[src/rtl/fifo_rd_stream.sv]
// fifo_rd_stream: turns the async FIFO read port into a valid/ready stream via a small prefetch buffer.
// Optional word counter output rd_word_cnt is enabled by defining FIFO_RD_STREAM_CNT_EN.
module fifo_rd_stream #(
    parameter int DATA_W    = 32,
    parameter int BUF_DEPTH = 4,
    parameter int CNT_W     = 16
) (
    input  logic                         rclk,
    input  logic                         rst_n,
    input  logic [DATA_W-1:0]            fifo_rd_data,
    input  logic                         fifo_empty,
    input  logic                         fifo_rd_err,
    output logic                         fifo_rd_en,
    output logic [DATA_W-1:0]            m_data,
    output logic                         m_valid,
    input  logic                         m_ready,
    input  logic                         flush,
    output logic [$clog2(BUF_DEPTH):0]   buf_level,
    output logic                         err_sticky,
    input  logic                         clr_err
`ifdef FIFO_RD_STREAM_CNT_EN
    ,
    output logic [CNT_W-1:0]             rd_word_cnt
`endif
);
    localparam int AW = $clog2(BUF_DEPTH);
    localparam logic [AW:0] DEPTH = (AW+1)'(BUF_DEPTH);

    typedef enum logic [1:0] {S_EMPTY, S_PARTIAL, S_FULL} state_t;

    state_t            state_q, state_d;
    logic [DATA_W-1:0] mem_q [BUF_DEPTH];
    logic [AW-1:0]     wr_ptr_q, wr_ptr_d, rd_ptr_q, rd_ptr_d;
    logic [AW:0]       level_q, level_d;
    logic              inflight_q, err_q, err_d;
    logic              push, pop, ovf, wr;

    // Credit counts the word already in flight so the buffer can never be overrun.
    assign fifo_rd_en = !fifo_empty && !flush &&
                        (({1'b0, level_q} + (AW+2)'(inflight_q)) < (AW+2)'(BUF_DEPTH));
    assign m_valid    = state_q != S_EMPTY;
    assign m_data     = mem_q[rd_ptr_q];
    assign buf_level  = level_q;
    assign err_sticky = err_q;
    assign pop        = m_valid && m_ready && !flush;
    assign push       = inflight_q && !flush;
    assign ovf        = push && !pop && level_q == DEPTH;
    assign wr         = push && !ovf;

    always_comb begin
        wr_ptr_d = flush ? '0 : wr  ? wr_ptr_q + AW'(1) : wr_ptr_q;
        rd_ptr_d = flush ? '0 : pop ? rd_ptr_q + AW'(1) : rd_ptr_q;
        level_d  = flush ? '0 : level_q + (AW+1)'(wr) - (AW+1)'(pop);
        state_d  = level_d == '0 ? S_EMPTY : level_d == DEPTH ? S_FULL : S_PARTIAL;
        err_d    = (fifo_rd_err || ovf) ? 1'b1 : clr_err ? 1'b0 : err_q;
    end

    always_ff @(posedge rclk or negedge rst_n) begin
        if (!rst_n) begin
            state_q    <= S_EMPTY;
            wr_ptr_q   <= '0;
            rd_ptr_q   <= '0;
            level_q    <= '0;
            inflight_q <= 1'b0;
            err_q      <= 1'b0;
            for (int i = 0; i < BUF_DEPTH; i++) mem_q[i] <= '0;
        end else begin
            state_q    <= state_d;
            wr_ptr_q   <= wr_ptr_d;
            rd_ptr_q   <= rd_ptr_d;
            level_q    <= level_d;
            inflight_q <= fifo_rd_en;
            err_q      <= err_d;
            if (wr) mem_q[wr_ptr_q] <= fifo_rd_data;
        end
    end

`ifdef FIFO_RD_STREAM_CNT_EN
    logic [CNT_W-1:0] cnt_q, cnt_d;

    assign cnt_d       = flush ? '0 : pop ? cnt_q + CNT_W'(1) : cnt_q;
    assign rd_word_cnt = cnt_q;

    always_ff @(posedge rclk or negedge rst_n) begin
        if (!rst_n) cnt_q <= '0;
        else        cnt_q <= cnt_d;
    end
`endif
endmodule

[config.mk]
export PLATFORM = sky130hd
export DESIGN_NAME = fifo_rd_stream
export DESIGN_NICKNAME = d
export VERILOG_FILES = /design/src/rtl/fifo_rd_stream.sv
export SDC_FILE = /design/constraint.sdc
export NUM_CORES = 1
export LEC_CHECK = 0
export ABC_AREA = 0
export BUFFER_PORTS_ARGS = -buffer_cell sky130_fd_sc_hd__buf_2
export CORE_MARGIN = 4
export CORE_UTILIZATION = 58
export CTS_CLUSTER_DIAMETER = 150
export DETAILED_ROUTE_END_ITERATION = 10
export PLACE_DENSITY = 0.85
export SYNTH_ARGS = -nofsm -noshare
export SYNTH_HDL_FRONTEND = slang
export SYNTH_SLANG_ARGS = --single-unit
[constraint.sdc]
create_clock -name rclk -period 3.7 [get_ports rclk]
set_input_delay 0.555 -clock rclk [delete_from_list [all_inputs] [get_ports rclk]]
set_output_delay 0.555 -clock rclk [all_outputs]
set_load 0.005 [all_outputs]
; Word level (Yosys, flattened, before mapping)
; Cells that the tools add are included.
[word_totals]
reg_bits = 139
input_bits = 39
output_inout_bits = 38
wordCells = 57
[classes]
add_sub_neg = 5
n_lt_le_gt_ge = 4
eq_ne = 2
n_mux = 15
bitwise_logic = 2
reduce_logical = 19
[ops]
columns = op, n
row1 = 128-bit bitwise mux, 1
row2 = 32-bit 2-to-1 mux, 3
row3 = 32-bit binary-select mux with 2-bit select, 1
row4 = 32-bit demux with 2-bit select, 1
row5 = 2-bit 2-to-1 mux, 6
row6 = 1-bit logical AND, 9
row7 = 2-bit nonzero test, 4
row8 = 3-bit equality test (second input constant), 2
row9 = 3-bit >= comparator (second input constant), 2
row10 = 2-bit inverter with 3-bit output, 2
row11 = 2-bit by 1-bit adder with 2-bit output (second input constant), 2
row12 = 3-bit by 1-bit adder with 4-bit output, 1
row13 = 1-bit logical NOT, 4
row14 = 4-bit by 3-bit less-than comparator with 1-bit output (second input constant), 1
row15 = 3-bit by 1-bit adder with 3-bit output, 1
row16 = 3-bit logical NOT, 1
row17 = 3-bit by 1-bit less-than comparator with 1-bit output (second input constant), 1
row18 = 3-bit 2-to-1 mux, 1
row19 = 3-bit by 1-bit subtractor with 3-bit output, 1
row20 = 1-bit 2-to-1 mux, 2
row21 = 1-bit logical OR, 1

; Logic depth before layout (Yosys ltp)
[logic_depth]
word_depth = 14
mapped_depth = 11

; Worst setup path after synthesis
; OpenSTA, ideal clock, no wires.
[synth_timing]
path_type = register -> register
start = reg level_q[1], in the netlist buf_level[1]
end = reg state_q[1]
setup_ps = 86
arrival_time_ps = 2520
slack_ps = 1094
stages_incl_launch_ff = 12
period_less_slack_ps = 2606
cell_sequence = dfrtp_1 or3b_1 buf_6 o211ai_1 ha_1 inv_1 ha_1 inv_1 fa_1 nor2_1 or2_2 nor3_1
[synth_between]
elab_chain_cells = 10
[synth_lines]
columns = element, line_no
row1 = start: declaration, 34  ; logic [AW:0] level_q, level_d;
row2 = start signal: assignment, 71  ; level_q <= level_d;
row3 = 3-bit equality test, 47  ; assign ovf = push && !pop && level_q == DEPTH;
row4 = 1-bit logical AND, 47
row5 = 1-bit logical NOT, 48  ; assign wr = push && !ovf;
row6 = 1-bit logical AND, 48
row7 = 3-bit by 1-bit adder with 3-bit output (*), 53  ; level_d = flush ? '0 : level_q + (AW+1)'(wr) - (AW+1)'(pop);
row8 = 3-bit by 1-bit subtractor with 3-bit output (*), 53
row9 = 3-bit 2-to-1 mux (*), 53
row10 = net level_d[1], 34
row11 = 3-bit equality test, 54  ; state_d = level_d == '0 ? S_EMPTY : level_d == DEPTH ? S_FULL : S_PARTIAL;
row12 = 2-bit 2-to-1 mux, 54
row13 = 2-bit 2-to-1 mux (*), 54
row14 = net state_d[1], 31  ; state_t state_q, state_d;
row15 = end signal: assignment, 68  ; state_q <= state_d;
row16 = end: declaration, 31
; The timed path passes the listed nets; every way through them passes the cells marked *.
; A chain may end at the register's enable or synchronous reset.

; Worst setup path in the final report
[layout_timing]
start = reg rd_ptr_q[0]
end = out m_data[17]
[layout_between]
elab_chain_cells = 4
[layout_lines]
columns = element, line_no
row1 = start: declaration, 33  ; logic [AW-1:0] wr_ptr_q, wr_ptr_d, rd_ptr_q, rd_ptr_d;
row2 = start signal: assignment, 70  ; rd_ptr_q <= rd_ptr_d;
row3 = 2-bit inverter with 3-bit output (implied by the code), 42  ; assign m_data = mem_q[rd_ptr_q];
row4 = 32-bit binary-select mux with 2-bit select, 42
row5 = 32-bit 2-to-1 mux (implied by the code) (2 in series), 42
row6 = end: declaration, 14  ; output logic [DATA_W-1:0] m_data,
; No other way between the ends. The select of a mux whose other input is x is not followed.

==> run metrics <==
Initial DRT Pass Iterations=4; Synth area leaders=dfrtp_1, mux2_2, mux4_2; R2R Path Start=buf_level[1]; fin crit share=79.1%; DIE AREA=12500 µm²; fmax=0.342 GHz; Synth Cell Area=6270 µm²; DP Worst Slack=0.875 ns; Starting Density=60.2%; Synthesis Warnings=0; Reg2Reg Depth=10; ys async rst share=100%; Synth top area share=55.5%; Highest Signal Layer=met5; Synth area leader=dfrtp_1; Cells after Synth=373; Worst Path Arrival=2.37 ns; CTS tree=built; Clk pwr share=32.3%; Setup Buffers After CTS=0; Clock Path Buffers=2; sequential area share after synthesis=55.5%; GRT overflow=0; post-cts resize count=0; Synth cell types=28; Critical Path RT=3.14 ns; die width=112 µm; Max-slew headroom=38.6%; setup ws final=0.775 ns; EDFF count, synth=0; clk_skew=0.00472 ns; core footprint=10400 µm²; status=finished clean; Max-Cap Viols=0; DP Wirelength=7640 µm; H-Tree Depth=4; overall power=5.54 mW; RSZ-0062 raised after global routing=no; cell with the most instances after synthesis=dfrtp_1; routed length on met3=468 µm; syn nets=420; Main synth FF type=dfrtp_1; antenna violations before repair=1; maximum vdd drop=0.401 mV; Slew Limit Fails=0; Switch Pwr=1.46 mW; pin count of the biggest net entering global routing=104; first-pass GRT wire length=20100 µm; GRT Overall Usage=20.4%; top-level I/O count=77; port buffer count=76; Synth Area per Inst=16.8 µm²; Worst Tran Pin Value=0.922 ns; routability congestion estimate=0.721; Seq pwr share=41.2%; Via Count=3484; layout cells sized above 1=59.4%; FP Rows=37; Combinational Power Share=26.6%; root buffer cell=clkbuf_8; number of clock sinks=139; worst r2r dst=state_q[1]; met2 routed WL=6230 µm; met1 WL=4950 µm; drc violations=0; Final setup viols=0; area delta synth->final=17.4%; Pleak=3.48 nW; vias in the first global route=3995; Post-Route Setup TNS=0 ns; initial drt markers=213; Clock transition at path regs=0.06 ns; Crit Path Max Fanout=19; Fin Hold WS=0.138 ns; post-detailed-route wirelength per cell=19.6 µm; power per cell area=752 nW/µm²; Post-synth top cells=dfrtp_1, mux2_2, mux4_2, buf_6; worst hold-check path type=primary input to asynchronous set/reset pin; nets@finish=500; worst skew pair latency=0.50 ns; WS Path Type=flip-flop to output pin; Vias/cell=5.79; FF-to-FF setup slack=0.91 ns; die height=112 µm; Startpoint Class=flip-flop; internal power=4.08 mW; Routed WL=11800 µm; endpoints failing hold=0; CTS buffer count=17; register bit count reported by yosys=139; Tmin final=2.93 ns; post-route ant nets=0; Switching Share=26.4%; Crit. End Element=output pin; Hold-fix buffers, CTS=0; ANT cells=0
[state kept, by name, summed over array words and instances, names as in the netlist]
signal,count
err_sticky,1
state_q,2
wr_ptr_q,2
buf_level,3
inflight_q,1
rd_ptr_q,2
mem_q,128
[worst max-delay path, cell delays in order, from the launching register on]
cell     delay [ns]
dfrtp_2        0.77
buf_4          0.38
mux4_2         0.56
buf_2          0.15
[cell families (layout without fill, tap and decap cells)]
family	count (synthesis)	count (layout)	share of synthesized area, %
muxes	161	161	34.7
DFF	139	139	55.5
buffers and inverters	29	122	3.37
and+or+nand+nor	18	18	1.48
AOI/OAI and AO/OA	15	15	2.85
adders and majority gates	8	8	1.72
xor gates and xnor gates	3	3	0.419
[final cells by class]
class | instances | area (µm²)
Inverter | 6 | 22.5
Timing Repair Buffer | 84 | 472
Sequential cell | 139 | 3480
Fill cell | 703 | 3060
Clock inverter | 10 | 161
Tap cell | 136 | 170
Clock buffer | 22 | 473
Multi-Input combinational cell | 205 | 2580
[cell usage in the layout (no fill, tap or decap), types with 3 or more instances in the layout]
cell type,n
dfrtp_1,137
mux2_2,121
buf_2,75
mux4_2,32
clkbuf_16,16
nor2_1,8
mux2_1,8
ha_1,7
inv_1,6
buf_4,6
clkbuf_8,5
o2111ai_4,4
bufinv_16,4
or2_2,3
a21oi_1,3
clkinvlp_4,3
[how the worst max path moves through the flow]
stage,from,to
after detailed placement,m_ready,state_q[1]
after floorplan,buf_level[1],state_q[1]
after CTS,rd_ptr_q[0],m_data[26]
after global placement,m_ready,state_q[1]
final,rd_ptr_q[0],m_data[17]
after global routing,rd_ptr_q[0],m_data[17]
[metrics by stage]
stage / utilization, % / instances / cell area (µm²)
2_1_floorplan: - / 373 / 6270
5_1_grt: 70.6 / 602 / 7360
6_report: 70.6 / 602 / 7360
3_3_place_gp: 64.6 / 570 / 6720
4_1_cts: 70.6 / 602 / 7360
3_5_place_dp: 64.6 / 570 / 6720
[power by group through the flow]
stage	clock network [mW]	registers (mW)	logic (mW)
global route	1.90	2.34	1.62
CTS	1.82	2.29	1.50
detailed placement	0	2.31	1.49
finish	1.79	2.28	1.47
floorplan	0	2.16	1.08
global placement	0	2.26	1.44
[per-layer routing]
metal	up-vias	global-route usage, %
met3	12	5.71
met1	1844	25.8
li1	1561	-
met4	2	5.93
met2	65	34.7
met5	-	0
No activity file was read; power rests on OpenSTA's default activity.
